`src/rtl/tone_pkg.sv`:
```
// Shared constants and state type for the tone sequencer.
// S_GAP exists only when TONE_SEQ_GAP_EN is defined.
package tone_pkg;

  localparam logic [2:0] NOTE_LAST = 3'd7;

  // Divider half-period counts, Do up to Do2
  localparam logic [15:0] NOTE_TABLE [8] = '{
    16'd47801, 16'd42589, 16'd37936, 16'd35816,
    16'd31928, 16'd28409, 16'd25329, 16'd23901
  };

  typedef enum logic [1:0] {
    S_IDLE,
    S_PLAY
`ifdef TONE_SEQ_GAP_EN
    , S_GAP
`endif
  } tone_state_t;

endpackage

```
`src/rtl/tick_gen.sv`:
```
// Duration prescaler: tick pulses once every TICK_DIV clocks.
// The count restarts from zero whenever clr is high.
module tick_gen #(
  parameter int TICK_DIV = 50000
) (
  input  logic clk,
  input  logic reset,
  input  logic clr,
  output logic tick
);

  localparam int CW = (TICK_DIV > 1) ? $clog2(TICK_DIV) : 1;
  localparam logic [CW-1:0] LAST = CW'(TICK_DIV - 1);

  logic [CW-1:0] r_cnt;

  always_ff @(posedge clk or posedge reset) begin
    if (reset)
      r_cnt <= '0;
    else if (clr || r_cnt == LAST)
      r_cnt <= '0;
    else
      r_cnt <= r_cnt + 1'b1;
  end

  assign tick = (r_cnt == LAST);

endmodule

```
`src/rtl/tone_sequencer.sv`:
```
// Selects the audio divider half-period: manual switches or scale playback.
// Define TONE_SEQ_GAP_EN to insert silent gaps between scale notes.
module tone_sequencer
  import tone_pkg::*;
#(
  parameter int TICK_DIV   = 50000,
  parameter int NOTE_TICKS = 250,
  parameter int GAP_TICKS  = 20,
  parameter int DIV_W      = 16
) (
  input  logic             clk,
  input  logic             reset,
  input  logic             start,
  input  logic             manual_en,
  input  logic [2:0]       sw,
  output logic [DIV_W-1:0] half_period,
  output logic             tone_en,
  output logic [2:0]       note_idx,
  output logic             busy,
  output logic             done
);

  localparam int DUR_MAX = (NOTE_TICKS > GAP_TICKS) ? NOTE_TICKS : GAP_TICKS;
  localparam int DUR_W   = $clog2(DUR_MAX + 1);

  tone_state_t      r_state;
  logic [DUR_W-1:0] r_dur;
  logic             r_man_q;

  logic             w_tick;
  logic             w_clr;
  logic             w_abort;
  logic             w_end;
  logic [DUR_W-1:0] w_lim;
  logic [2:0]       w_next_idx;

  assign w_next_idx = note_idx + 3'd1;

  always_comb begin
    w_lim = DUR_W'(NOTE_TICKS - 1);
`ifdef TONE_SEQ_GAP_EN
    if (r_state == S_GAP)
      w_lim = DUR_W'(GAP_TICKS - 1);
`endif
    w_abort = (r_state != S_IDLE) && manual_en && !r_man_q;
    w_end   = (r_state != S_IDLE) && w_tick && (r_dur == w_lim);
    // Hold the prescaler at zero in IDLE so every duration starts exact
    w_clr   = (r_state == S_IDLE) || w_abort || w_end;
  end

  tick_gen #(
    .TICK_DIV (TICK_DIV)
  ) u_tick (
    .clk   (clk),
    .reset (reset),
    .clr   (w_clr),
    .tick  (w_tick)
  );

  always_ff @(posedge clk or posedge reset) begin
    if (reset)
      r_dur <= '0;
    else if (w_clr)
      r_dur <= '0;
    else if (w_tick)
      r_dur <= r_dur + 1'b1;
  end

  always_ff @(posedge clk or posedge reset) begin
    if (reset) begin
      r_state     <= S_IDLE;
      r_man_q     <= 1'b0;
      half_period <= DIV_W'(NOTE_TABLE[0]);
      note_idx    <= 3'd0;
      tone_en     <= 1'b0;
      busy        <= 1'b0;
      done        <= 1'b0;
    end else begin
      r_man_q <= manual_en;
      done    <= 1'b0;
      case (r_state)
        S_IDLE: begin
          if (manual_en) begin
            note_idx    <= sw;
            half_period <= DIV_W'(NOTE_TABLE[sw]);
            tone_en     <= 1'b1;
          end else if (start) begin
            r_state     <= S_PLAY;
            note_idx    <= 3'd0;
            half_period <= DIV_W'(NOTE_TABLE[0]);
            tone_en     <= 1'b1;
            busy        <= 1'b1;
          end else begin
            tone_en     <= 1'b0;
          end
        end
        default: begin
          if (w_abort) begin
            r_state <= S_IDLE;
            tone_en <= 1'b0;
            busy    <= 1'b0;
          end else if (w_end) begin
            if (r_state == S_PLAY) begin
              if (note_idx == NOTE_LAST) begin
                r_state <= S_IDLE;
                tone_en <= 1'b0;
                busy    <= 1'b0;
                done    <= 1'b1;
              end else begin
`ifdef TONE_SEQ_GAP_EN
                r_state <= S_GAP;
                tone_en <= 1'b0;
`else
                note_idx    <= w_next_idx;
                half_period <= DIV_W'(NOTE_TABLE[w_next_idx]);
`endif
              end
            end
`ifdef TONE_SEQ_GAP_EN
            else begin
              r_state     <= S_PLAY;
              tone_en     <= 1'b1;
              note_idx    <= w_next_idx;
              half_period <= DIV_W'(NOTE_TABLE[w_next_idx]);
            end
`endif
          end
        end
      endcase
    end
  end

endmodule
```
`config.mk`:
```
export PLATFORM = sky130hd
export DESIGN_NAME = tone_sequencer
export DESIGN_NICKNAME = d
export VERILOG_FILES = /design/src/rtl/tone_pkg.sv /design/src/rtl/tick_gen.sv /design/src/rtl/tone_sequencer.sv
export SDC_FILE = /design/constraint.sdc
export NUM_CORES = 1
export LEC_CHECK = 0
export CAP_MARGIN = 25
export CORE_UTILIZATION = 45
export CTS_BUF_LIST = sky130_fd_sc_hd__clkbuf_16
export CTS_CLUSTER_SIZE = 40
export DETAILED_ROUTE_END_ITERATION = 16
export PLACE_DENSITY_LB_ADDON = 0.3
export REMOVE_ABC_BUFFERS = 1
export SLEW_MARGIN = 20
export SYNTH_ARGS = -nofsm -noshare
export SYNTH_HDL_FRONTEND = slang
export SYNTH_SLANG_ARGS = --single-unit
```
`constraint.sdc`:
```
create_clock -name clk -period 1.9 [get_ports clk]
set_input_delay 0.285 -clock clk [delete_from_list [all_inputs] [get_ports clk]]
set_output_delay 0.285 -clock clk [all_outputs]
set_load 0.02 [all_outputs]
```
==> results.py <==
metrics = {
    "placement": {
        "finalWeightedCongestion": 0.851,
        "portBuffers": 27,
        "dpl.cell_count": 426,
        "place_hpwl_um": 4870,
    },
    "timing": {
        "min_period_ns": 1.89,
        "hold_viol": 0,
        "period_share": 0.997,
        "rsz0062_at_grt": "yes",
        "skew_ns": 0.00686,
        "timing.fmax_mhz": 528,
        "setup_viol": 0,
        "maxSlewViolCount": 0,
        "setup_tns_ns": 0,
    },
    "synth": {
        "synth_area_per_cell_um2": 9.64,
        "ys_warn_count": 0,
        "synth_area_leaders": "dfrtp_1 31%, dfstp_2 9.3%, ha_1 6.2%, a21oi_1 3.2%, mux2_1 3.2%",
        "ys_seq_area_frac": 0.403,
        "synth_edf_count": 0,
        "ys_async_sr_fraction": 1.00,
        "synth_seq_cells": 45,
        "ys_types": 51,
        "ys.flop_type": "dfrtp_1",
        "post-synth-top-area-cell": "dfrtp_1",
        "synth_area_um2": 2830,
        "synthCells": 293,
        "netlist.area_leader.share": 0.310,
    },
    "power": {
        "power_density_nw_per_um2": 1060,
        "peakVddDrop_uv": 792,
        "leakage_nw": 1.67,
    },
    "cts": {
        "clkLatencyLatePin_ns": 0.28,
        "clk_path_buf_depth": 2,
        "cts_tree": "done",
        "cts_buffers": 5,
        "clkSinkCount": 45,
        "htreeDepth": 2,
        "cts_root_buf": "clkbuf_16",
        "cts-hold-fix-buffers": 0,
        "clk_pin_slew_ns": 0.07,
    },
    "floorplan": {
        "fp.dieW_um": 81.2,
        "initial_core_util": 0.472,
        "dieArea_um2": 6600,
        "core_region_area_um2": 5990,
        "row_count": 28,
        "ios": 29,
        "die_h_um": 81.2,
    },
    "route": {
        "via_per_inst": 5.66,
        "wl_um": 6900,
        "ant_nets": 0,
        "drc_errors": 0,
        "num_vias": 2475,
        "post_drt_wl_per_cell_um": 15.8,
        "drt_iter0_drc": 170,
        "firstDrtPassIters": 4,
    },
    "layout": {
        "fill_cells": 491,
        "final_cell_mix": "47 x buf_4, 33 x dfrtp_1, 27 x clkdlybuf4s50_1, 18 x a21oi_1",
        "drive_above_1_share": 0.276,
        "syn_to_final_growth_pct": 34.7,
        "nets": 382,
        "final_cells": 437,
        "antenna_cells": 0,
        "final_common_cell": "buf_4",
    },
    "job": {
        "timing.max_cap.violations": 0,
    },
    "critical_path": {
        "crit_family": "adder cells",
        "end_kind": "flip-flop",
        "cp.depth": 6,
        "crit_type": "flip-flop to flip-flop",
        "cp_slowest_cell": "dfrtp_1",
        "slowest_delay_ns": 0.38,
        "worstPathRequired_ns": 2.07,
        "worstSetupStartpointType": "flip-flop",
        "worst-path-buf-inv": 2,
        "crit_arrival_ns": 2.06,
        "reg2reg_depth": 6,
        "cp_max_fo": 6,
        "path_cells": "ha_1, ha_4, o41ai_4, buf_4, buf_12, mux2_4",
    },
    "global_routing": {
        "grt_max_degree": 46,
        "antenna_found_initial": 0,
        "grt_pass1_wl_um": 11400,
        "gr-total-overflow": 0,
        "grt_pass1_vias": 2377,
        "track_usage": 0.228,
    },
    "run_status": {
        "status": "finished, final reports clean",
    },
    "worst_hold_path": {
        "worstHoldPathType": "primary input to async pin",
    },
}
## cell usage after synthesis (3+ instances only)
cell type / number
nor2_1: 17
clkbuf_1: 12
a31oi_1: 8
inv_1: 15
buf_4: 3
nand4_1: 8
ha_1: 14
nand3_1: 12
mux2_2: 4
nor2b_1: 4
a21oi_1: 18
or4_1: 8
and4_1: 5
nand2b_1: 7
mux2_1: 8
and2_1: 3
dfrtp_1: 35
nor3_1: 4
a211oi_1: 4
mux2i_1: 6
o21ai_0: 12
o211ai_1: 6
and3_1: 5
dfstp_2: 10
o31ai_1: 7
xor2_1: 9
nand2_1: 17
xnor2_1: 3
## registers in the layout, summed over array words and instances (netlist names)
register and cells:
half_period 15, done 1, r_man_q 1, r_dur 8, u_tick.r_cnt 16, r_state 1, note_idx 2, tone_en 1
## repair_timing
action                     CTS  global route
buffers inserted             1             1
setup endpoints to repair    4            17
cloned                       0             1
pin swaps                    0             1
resized for setup            5            19
## cells by family (layout without fill, tap and decap cells)
kind of cell | Yosys count | in the layout | share of synthesized area
AND/OR/NAND/NOR | 102 | 102 | 0.213
AO/OA/AOI/OAI | 68 | 68 | 0.161
flip-flops | 45 | 45 | 0.403
buffers and inverters | 33 | 102 | 0.0536
multiplexers | 18 | 18 | 0.0691
adder cells (fa/ha/maj) | 14 | 14 | 0.0620
XOR/XNOR | 12 | 12 | 0.0372
other | 1 | 1 | 0.00133
## metal layers
metal,GRT usage,part of all wire,vias up,wire (µm)
li1,-,-,1210,-
met5,0,0,-,0
met4,0.0589,0.0077,0,53
met2,0.366,0.49,48,3350
met3,0.0404,0.031,6,217
met1,0.317,0.47,1211,3270
## layout make-up
class	instances	area, µm²	share of cell area
Sequential cell	45	1140	0.300
Timing Repair Buffer	79	719	0.189
Clock inverter	3	42.5	0.0112
Multi-Input combinational cell	215	1630	0.427
Inverter	15	56.3	0.0148
Clock buffer	5	125	0.0329
Tap cell	75	93.8	0.0247
## final timing paths
kind / startpoint / endpoint / slack [ns]
max: note_idx[0] / half_period[14] / 0.006
min: reset / u_tick.r_cnt[9] / 0.35
max reg2reg: note_idx[0] / half_period[14] / 0.006
min reg2reg: half_period[15] / half_period[15] / 0.47
max in group asynchronous: reset / half_period[3] / 1.27
min in group clk: half_period[15] / half_period[15] / 0.47
## per-stage QoR
| stage | hold slack, ns | worst slack (ns) | cell area, µm² | power, mW | utilization |
|---|---|---|---|---|---|
| floorplan | 0.316 | -0.429 | 2730 | 2.14 | - |
| global placement | 0.464 | -0.0463 | 3500 | 2.83 | 0.584 |
| detailed placement | 0.464 | -0.111 | 3500 | 2.86 | 0.584 |
| CTS | 0.362 | 0.00715 | 3690 | 3.90 | 0.617 |
| global route | 0.384 | -0.0662 | 3800 | 4.26 | 0.635 |
| finish | 0.349 | 0.00634 | 3800 | 4.02 | 0.635 |
## power breakdown
group	switching, mW	internal (mW)	total (mW)
Sequential	0.102	1.18	1.29
Combinational	0.852	0.903	1.75
Clock	0.361	0.618	0.979
## worst min-delay path, cell delays in order
cell and delay, ns:
clkdlybuf4s50_1 0.41, inv_2 0.07, buf_12 0.24
Power figures use the tool's default switching activity.
